<file path="src/rtl/tl_lamp_driver.sv">
// tl_lamp_driver: maps the controller phase code to road A/B lamps and
// inserts yellow and all-red clearance. Optional macro: TL_FAULT_FLASH_EN.
module tl_lamp_driver #(
   parameter int YEL_CYCLES   = 8,
   parameter int AR_CYCLES    = 4,
   parameter int BLINK_CYCLES = 16,
   parameter int CNT_W        = 8
) (
   input  logic       clk,
   input  logic       reset_n,
   input  logic [2:0] state_code,
   output logic       la_r,
   output logic       la_y,
   output logic       la_g,
   output logic       la_left,
   output logic       lb_r,
   output logic       lb_y,
   output logic       lb_g,
   output logic       lb_left,
   output logic [2:0] phase,
   output logic       busy,
   output logic       fault
);

   typedef enum logic [1:0] {
      ST_STEADY,
      ST_YELLOW,
      ST_ALLRED,
      ST_FLASH
   } state_e;

   localparam logic [CNT_W-1:0] YEL_LD = CNT_W'(YEL_CYCLES - 1);
   localparam logic [CNT_W-1:0] AR_LD  = CNT_W'(AR_CYCLES - 1);
   localparam logic [CNT_W-1:0] BLK_LD = CNT_W'(BLINK_CYCLES - 1);
   localparam logic [CNT_W-1:0] ONE    = CNT_W'(1);
   localparam logic [2:0]       ALL_RED_CODE = 3'b100;
   localparam logic [7:0]       LAMP_AR = 8'b1000_1000;

   state_e           state_q, state_d;
   logic [2:0]       phase_q, phase_d;
   logic [2:0]       code_q;
   logic [CNT_W-1:0] cnt_q, cnt_d;
   logic             blink_q, blink_d;
   logic             busy_q, busy_d;
   logic             fault_q, fault_d;
   // {la_r, la_y, la_g, la_left, lb_r, lb_y, lb_g, lb_left}
   logic [7:0]       lamp_q, lamp_d;
   logic             code_ok;

   assign code_ok = (code_q <= ALL_RED_CODE);

   // Phase sequencing: steady display, yellow, all-red, fault flash.
   always_comb begin
      state_d = state_q;
      phase_d = phase_q;
      cnt_d   = cnt_q;
      blink_d = blink_q;
      unique case (state_q)
         ST_STEADY: begin
            if (code_q != phase_q) begin
               if (!phase_q[2]) begin
                  state_d = ST_YELLOW;
                  cnt_d   = YEL_LD;
               end else if (code_ok) begin
                  phase_d = code_q;
               end
`ifdef TL_FAULT_FLASH_EN
               else begin
                  state_d = ST_FLASH;
                  cnt_d   = BLK_LD;
                  blink_d = 1'b1;
               end
`endif
            end
         end
         ST_YELLOW: begin
            if (cnt_q == '0) begin
               state_d = ST_ALLRED;
               cnt_d   = AR_LD;
            end else begin
               cnt_d = cnt_q - ONE;
            end
         end
         ST_ALLRED: begin
            if (cnt_q == '0) begin
               if (code_ok) begin
                  phase_d = code_q;
                  state_d = ST_STEADY;
               end else begin
                  phase_d = ALL_RED_CODE;
`ifdef TL_FAULT_FLASH_EN
                  state_d = ST_FLASH;
                  cnt_d   = BLK_LD;
                  blink_d = 1'b1;
`else
                  state_d = ST_STEADY;
`endif
               end
            end else begin
               cnt_d = cnt_q - ONE;
            end
         end
         ST_FLASH: begin
            phase_d = ALL_RED_CODE;
            if (code_ok) begin
               state_d = ST_ALLRED;
               cnt_d   = AR_LD;
            end else if (cnt_q == '0) begin
               blink_d = ~blink_q;
               cnt_d   = BLK_LD;
            end else begin
               cnt_d = cnt_q - ONE;
            end
         end
         default: state_d = ST_STEADY;
      endcase
   end

   // Lamp pattern for the state about to be entered, so outputs are registered.
   always_comb begin
      lamp_d = LAMP_AR;
      unique case (state_d)
         ST_STEADY: begin
            unique case (phase_d)
               3'b000:  lamp_d = 8'b0010_1000;
               3'b001:  lamp_d = 8'b1001_1000;
               3'b010:  lamp_d = 8'b1000_0010;
               3'b011:  lamp_d = 8'b1000_1001;
               default: lamp_d = LAMP_AR;
            endcase
         end
         ST_YELLOW: begin
            if (!phase_d[1]) lamp_d = 8'b0100_1000;
            else             lamp_d = 8'b1000_0100;
         end
         ST_FLASH: lamp_d = {blink_d, 3'b000, blink_d, 3'b000};
         default:  lamp_d = LAMP_AR;
      endcase
      busy_d = (state_d == ST_YELLOW) || (state_d == ST_ALLRED);
`ifdef TL_FAULT_FLASH_EN
      fault_d = (state_d == ST_FLASH);
`else
      fault_d = 1'b0;
`endif
   end

   // State and output registers; reset shows all red.
   always_ff @(posedge clk or negedge reset_n) begin
      if (!reset_n) begin
         state_q <= ST_STEADY;
         phase_q <= ALL_RED_CODE;
         code_q  <= ALL_RED_CODE;
         cnt_q   <= '0;
         blink_q <= 1'b0;
         busy_q  <= 1'b0;
         fault_q <= 1'b0;
         lamp_q  <= LAMP_AR;
      end else begin
         state_q <= state_d;
         phase_q <= phase_d;
         code_q  <= state_code;
         cnt_q   <= cnt_d;
         blink_q <= blink_d;
         busy_q  <= busy_d;
         fault_q <= fault_d;
         lamp_q  <= lamp_d;
      end
   end

   assign {la_r, la_y, la_g, la_left, lb_r, lb_y, lb_g, lb_left} = lamp_q;
   assign phase = phase_q;
   assign busy  = busy_q;
   assign fault = fault_q;

endmodule

</file>
<file path="config.mk">
export PLATFORM = sky130hd
export DESIGN_NAME = tl_lamp_driver
export DESIGN_NICKNAME = d
export VERILOG_FILES = /design/src/rtl/tl_lamp_driver.sv
export SDC_FILE = /design/constraint.sdc
export NUM_CORES = 1
export LEC_CHECK = 0
export CORE_UTILIZATION = 47
export CTS_CLUSTER_DIAMETER = 80
export DETAILED_ROUTE_END_ITERATION = 6
export PLACE_DENSITY_LB_ADDON = 0.1
export SLEW_MARGIN = 20
export SYNTH_ARGS = -nofsm -noshare
export SYNTH_HDL_FRONTEND = slang
export SYNTH_SLANG_ARGS = --single-unit
</file>
<file path="constraint.sdc">
create_clock -name clk -period 2.75 [get_ports clk]
set_clock_uncertainty 0.15 [all_clocks]
set_input_delay 0.6875 -clock clk [delete_from_list [all_inputs] [get_ports clk]]
set_output_delay 0.6875 -clock clk [all_outputs]
set_load 0.005 [all_outputs]
</file>
Yosys cells after proc, flatten, opt, wreduce, memory -nomap -nowiden. Cells that the tools add are included.

Register bits: 26. Output and inout bits: 13.

Equal/unequal tests: 13. Bitwise operators: 1. Multiplexer cells: 25. Reduce and logical (&&, ||, !) cells: 6. $lt $le $gt $ge: 1. $add $sub $neg: 1.

Operators by type and width (number): 8-bit one-hot mux with 4 select lines (2); 8-bit 2-to-1 mux (7); 8-bit one-hot mux with 3 select lines (1); 3-bit 2-to-1 mux (5); 2-bit 2-to-1 mux (5); 3-bit one-hot mux with 3 select lines (1); 2-bit equality test, second input constant (4); 8-bit logical NOT (1); 2-bit one-hot mux with 4 select lines (1); 8-bit by 1-bit subtractor with 8-bit output, second input constant (1); 3-bit by 2-bit equality test with 1-bit output, second input constant (2); 2-bit != test, second input constant (3); 2-bit by 1-bit equality test with 1-bit output, second input constant (2); 2-bit logical NOT (2); 3-bit by 1-bit equality test with 1-bit output, second input constant (1); 3-bit <= comparator, second input constant (1); 3-bit logical NOT (1); 1-bit 2-to-1 mux (3); 3-bit != test (1); 3-bit AND reduction (1); 1-bit logical OR (1); 1-bit NOT (1).

Logic depth before layout (Yosys ltp). Gate-level depths: netlist (run 1).

Depth in word-level cells: 8. Gate-level depth with buffers: 12.

Worst setup path after synthesis (run 1). Ideal clock, no wire load.

Path type: register to register. Start: reg phase_q[2], in the netlist phase[2]. End: reg lamp_q[4]. Clock period less this slack: 2365 ps. Setup slack: 385 ps. Buffers on the path: 0. Arrival time: 2135 ps. Cell stages (with the launch flop): 8. Data required time: 2520 ps. Cell sequence: dfstp_2 ha_1 nor3_1 o31a_1 o22a_1 ha_1 or3b_4 nor3b_2.

Cells in the longest elaborated chain, start to end: 6.

Ends and longest elaborated chain: start: declaration (RTL line 40) `logic [2:0] phase_q, phase_d;`; start signal: assignment (RTL line 160) `phase_q <= phase_d;`; 3-bit != test or 3-bit 2-to-1 mux (tied branches) (RTL line 60, 61); 3-bit 2-to-1 mux (RTL line 60) `if (code_q != phase_q) begin`; 3-bit one-hot mux with 3 select lines (RTL line 58) `unique case (state_q)`; 3-bit by 2-bit equality test with 1-bit output (tied with other cells) (RTL line 124) `unique case (phase_d)`; 8-bit one-hot mux with 4 select lines (RTL line 124); 8-bit one-hot mux with 3 select lines (*) (RTL line 122) `unique case (state_d)`; named net lamp_d[4] (RTL line 47) `logic [7:0] lamp_q, lamp_d;`; end signal: assignment (RTL line 166) `lamp_q <= lamp_d;`; end: declaration (RTL line 47).

Mark *: on every way through the listed nets, which the timed path passes. The rest lies on a longest branch. A chain may end at the register's enable or synchronous reset.

Worst setup path in the final report (run 1). Ends and elaborated chain as after synthesis.

==> run summary, run 1 <==
pin count of the biggest net entering global routing - 27
min-delay worst type - reg2reg
placed cell count - 179
CP peak stage delay - 0.62 ns
CP required - 2.85 ns
crit path to - lamp_q[4]$_DFF_PN0_
Max Cap Viol - 0
Final Hold Fails - 0
Worst setup SP type - register
Setup crit start - phase[2]$_DFF_PN1_
CTS tree - done
register area share after synthesis - 0.474
initial antenna violation count - 0
Via density - 5.72
Die Wd - 56.3 um
Critical Path Slowest Stage Cell - dfstp_2
antenna viol nets, final - 0
PortBufs - 16
Worst setup EP type - register
area delta synth->final - 17.2%
number of flops mapped to enable cells by yosys - 0
Post-Synthesis Cells - 136
Core Area - 0.00278 mm^2
Clock Latency Late Sink - 0.32 ns
status - complete, no violations
CP cell instances - ha_1, nor3_1, o31a_1, o22a_1, ha_1, or3b_4, nor3b_2
Power Density - 1190 mW/mm^2
Iteration-0 DRC Markers - 19
design area - 0.00162 mm^2
worst-path maximum fanout - 7
most frequent CP cell - ha_1
most frequent cells in the layout - dfrtp_1, clkdlybuf4s50_1, nand2_1
Mapped Area - 0.00138 mm^2
layout cells sized above 1 - 0.125
I/O pin count - 18
total gr overflow - 0
count of different cell masters after synthesis - 47
Post-CTS Repair Setup Buffers - 0
worst vdd ir - 0.000693 V
Total Routing Usage GR - 0.195
Tot Pwr - 1930 uW
ys async rst share - 1.00
worst setup path class - reg2reg
hold_buf cts - 0
Fillers - 247
Layout Cells excl Fill - 183
Placed Area - 0.00157 mm^2
CTS max path bufs - 2
worst r2r src - phase[2]$_DFF_PN1_
n_diodes - 0
Slew @ Worst Pin - 0.769 ns
final setup fails - 0
ys flop type - dfrtp_1
vias in the first global route - 1029
Final TNS setup - 0 ns
nets - 164
Multi-input gate area - 673 um^2
Register Area - 656 um^2
Residual DRC - 0
std cell rows - 19
Final min period - 2.56 ns
highest clock rate - 390 MHz
Yosys top cell area share - 0.398
P_leak - 0.000728 uW
Num Clock Sinks - 26
WL/cell - 14.6 um
Worst EP arrival - 2.67 ns
final core utilization - 0.583
gpl congestion - 0.828
first-pass GRT wire length - 4800 um
Yosys top cell by area - dfrtp_1
Synth area leaders - dfrtp_1, dfstp_2, ha_1
Synth Register Bits - 26
TritonCTS Buffers - 3
most common cell after layout, fill and taps aside - dfrtp_1
routed vias - 1047
H-tree depth - 1
syn_nets - 147
drt pass-1 iters - 4
full die area - 0.00317 mm^2
RSZ-0062 raised after global routing - no
HPWL Detailed - 1870 um
Die Ht - 56.3 um
Mean Syn Cell Area - 10.2 um^2
Worst Reg-to-Reg Cells - 7
initial core utilization - 0.498
CTS resizes - 0
Post-Route WL - 2670 um
Ys Warns - 0
clock root cell - clkbuf_4
Slew Limit Headroom - 0.486
flop-to-flop setup slack - 0.19 ns
RR Endpoint - lamp_q[4]$_DFF_PN0_
CTS clk-pin slew, worst paths - 0.14 ns
Final Slew Violations - 0
Period Utilization, post-route - 0.933
==> cells by family (layout without fill, tap and decap cells) <==
kind of cell / after synthesis / count (layout) / share of synthesized area
AOI/OAI and AO/OA: 31 / 31 / 0.157
DFF: 26 / 26 / 0.474
adders and majority gates: 6 / 6 / 0.0542
and+or+nand+nor: 48 / 48 / 0.198
xor gates and xnor gates: 6 / 6 / 0.0380
other: 1 / 1 / 0.00271
muxes: 5 / 5 / 0.0362
buffers and inverters: 13 / 29 / 0.0398
==> sequential cells by signal, summed over array words and instances, names as in the netlist <==
name,count
cnt_q,8
phase,3
state_q,2
busy,1
blink_q,1
code_q,3
lamp_q,8
==> layout make-up <==
type                            count  area share
Multi-Input combinational cell     97       0.415
Clock buffer                        3      0.0139
Clock inverter                      1      0.0185
Timing Repair Buffer               18       0.108
Sequential cell                    26       0.404
Inverter                            7      0.0162
Tap cell                           31      0.0239
==> per-layer routing <==
layer,part of all wire,global-route usage,vias up,wire length (um)
met5,0,0,-,0
met4,0.0064,0.0732,0,17
met3,0.034,0.0253,2,92
met2,0.50,0.323,24,1330
met1,0.46,0.263,506,1230
li1,-,-,515,-
==> report_power, final <==
| group | leakage, uW | switching, uW | internal [uW] |
|---|---|---|---|
| sequential | 0.000325 | 178 | 543 |
| combinational | 0.000375 | 481 | 464 |
| clock | 0.0000279 | 113 | 147 |
==> metrics by stage <==
stage	setup slack, ns	hold slack, ns
floorplan	0.385	0.242
detailed placement	0.209	0.312
finish	0.186	0.337
CTS	0.187	0.338
global route	0.0345	0.401
global placement	0.286	0.314
==> how the worst min path moves through the flow <==
stage                     slack, ns  cells past startpoint           endpoint              start
after floorplan                0.24                      0  blink_q$_DFF_PN0_            reset_n
after global placement         0.31                      1  blink_q$_DFF_PN0_  blink_q$_DFF_PN0_
after detailed placement       0.31                      1  blink_q$_DFF_PN0_  blink_q$_DFF_PN0_
after CTS                      0.34                      1  blink_q$_DFF_PN0_  blink_q$_DFF_PN0_
after global routing           0.40                      1  blink_q$_DFF_PN0_  blink_q$_DFF_PN0_
final                          0.34                      1  blink_q$_DFF_PN0_  blink_q$_DFF_PN0_
==> cell usage after synthesis (2+ instances only) <==
master	instances
clkbuf_1	2
xnor2_1	3
nand3_1	4
ha_1	6
dfrtp_1	22
inv_1	7
nor2b_1	4
mux2i_1	5
o21ai_0	4
nor2_1	7
dfstp_2	4
nor3b_1	2
buf_2	2
a21oi_1	9
o21ai_1	2
o22a_1	2
or3_1	2
nor3_1	8
nand2_1	11
xor2_1	3
==> worst max-delay path, delay by kind of cell (launching register included) <==
| family | cells | cell delay [ns] |
|---|---|---|
| adder cells (fa/ha/maj) | 2 | 0.49 |
| flip-flops | 1 | 0.62 |
| AND/OR/NAND/NOR | 3 | 0.90 |
| AO/OA/AOI/OAI | 2 | 0.34 |
No activity file was read; power rests on OpenSTA's default activity.
==> inputs of run 2 (changes only) <==
Settings changed: ABC_CLOCK_PERIOD_IN_PS set to 2750.
==> results of run 2 <==
Same layout as run 1: the final DEF is identical, and so are final timing and power.
==> inputs of run 3 (changes only) <==
Settings changed: CAP_MARGIN set to 20.
==> results of run 3 <==
Same layout as run 1: the final DEF is identical, and so are final timing and power.
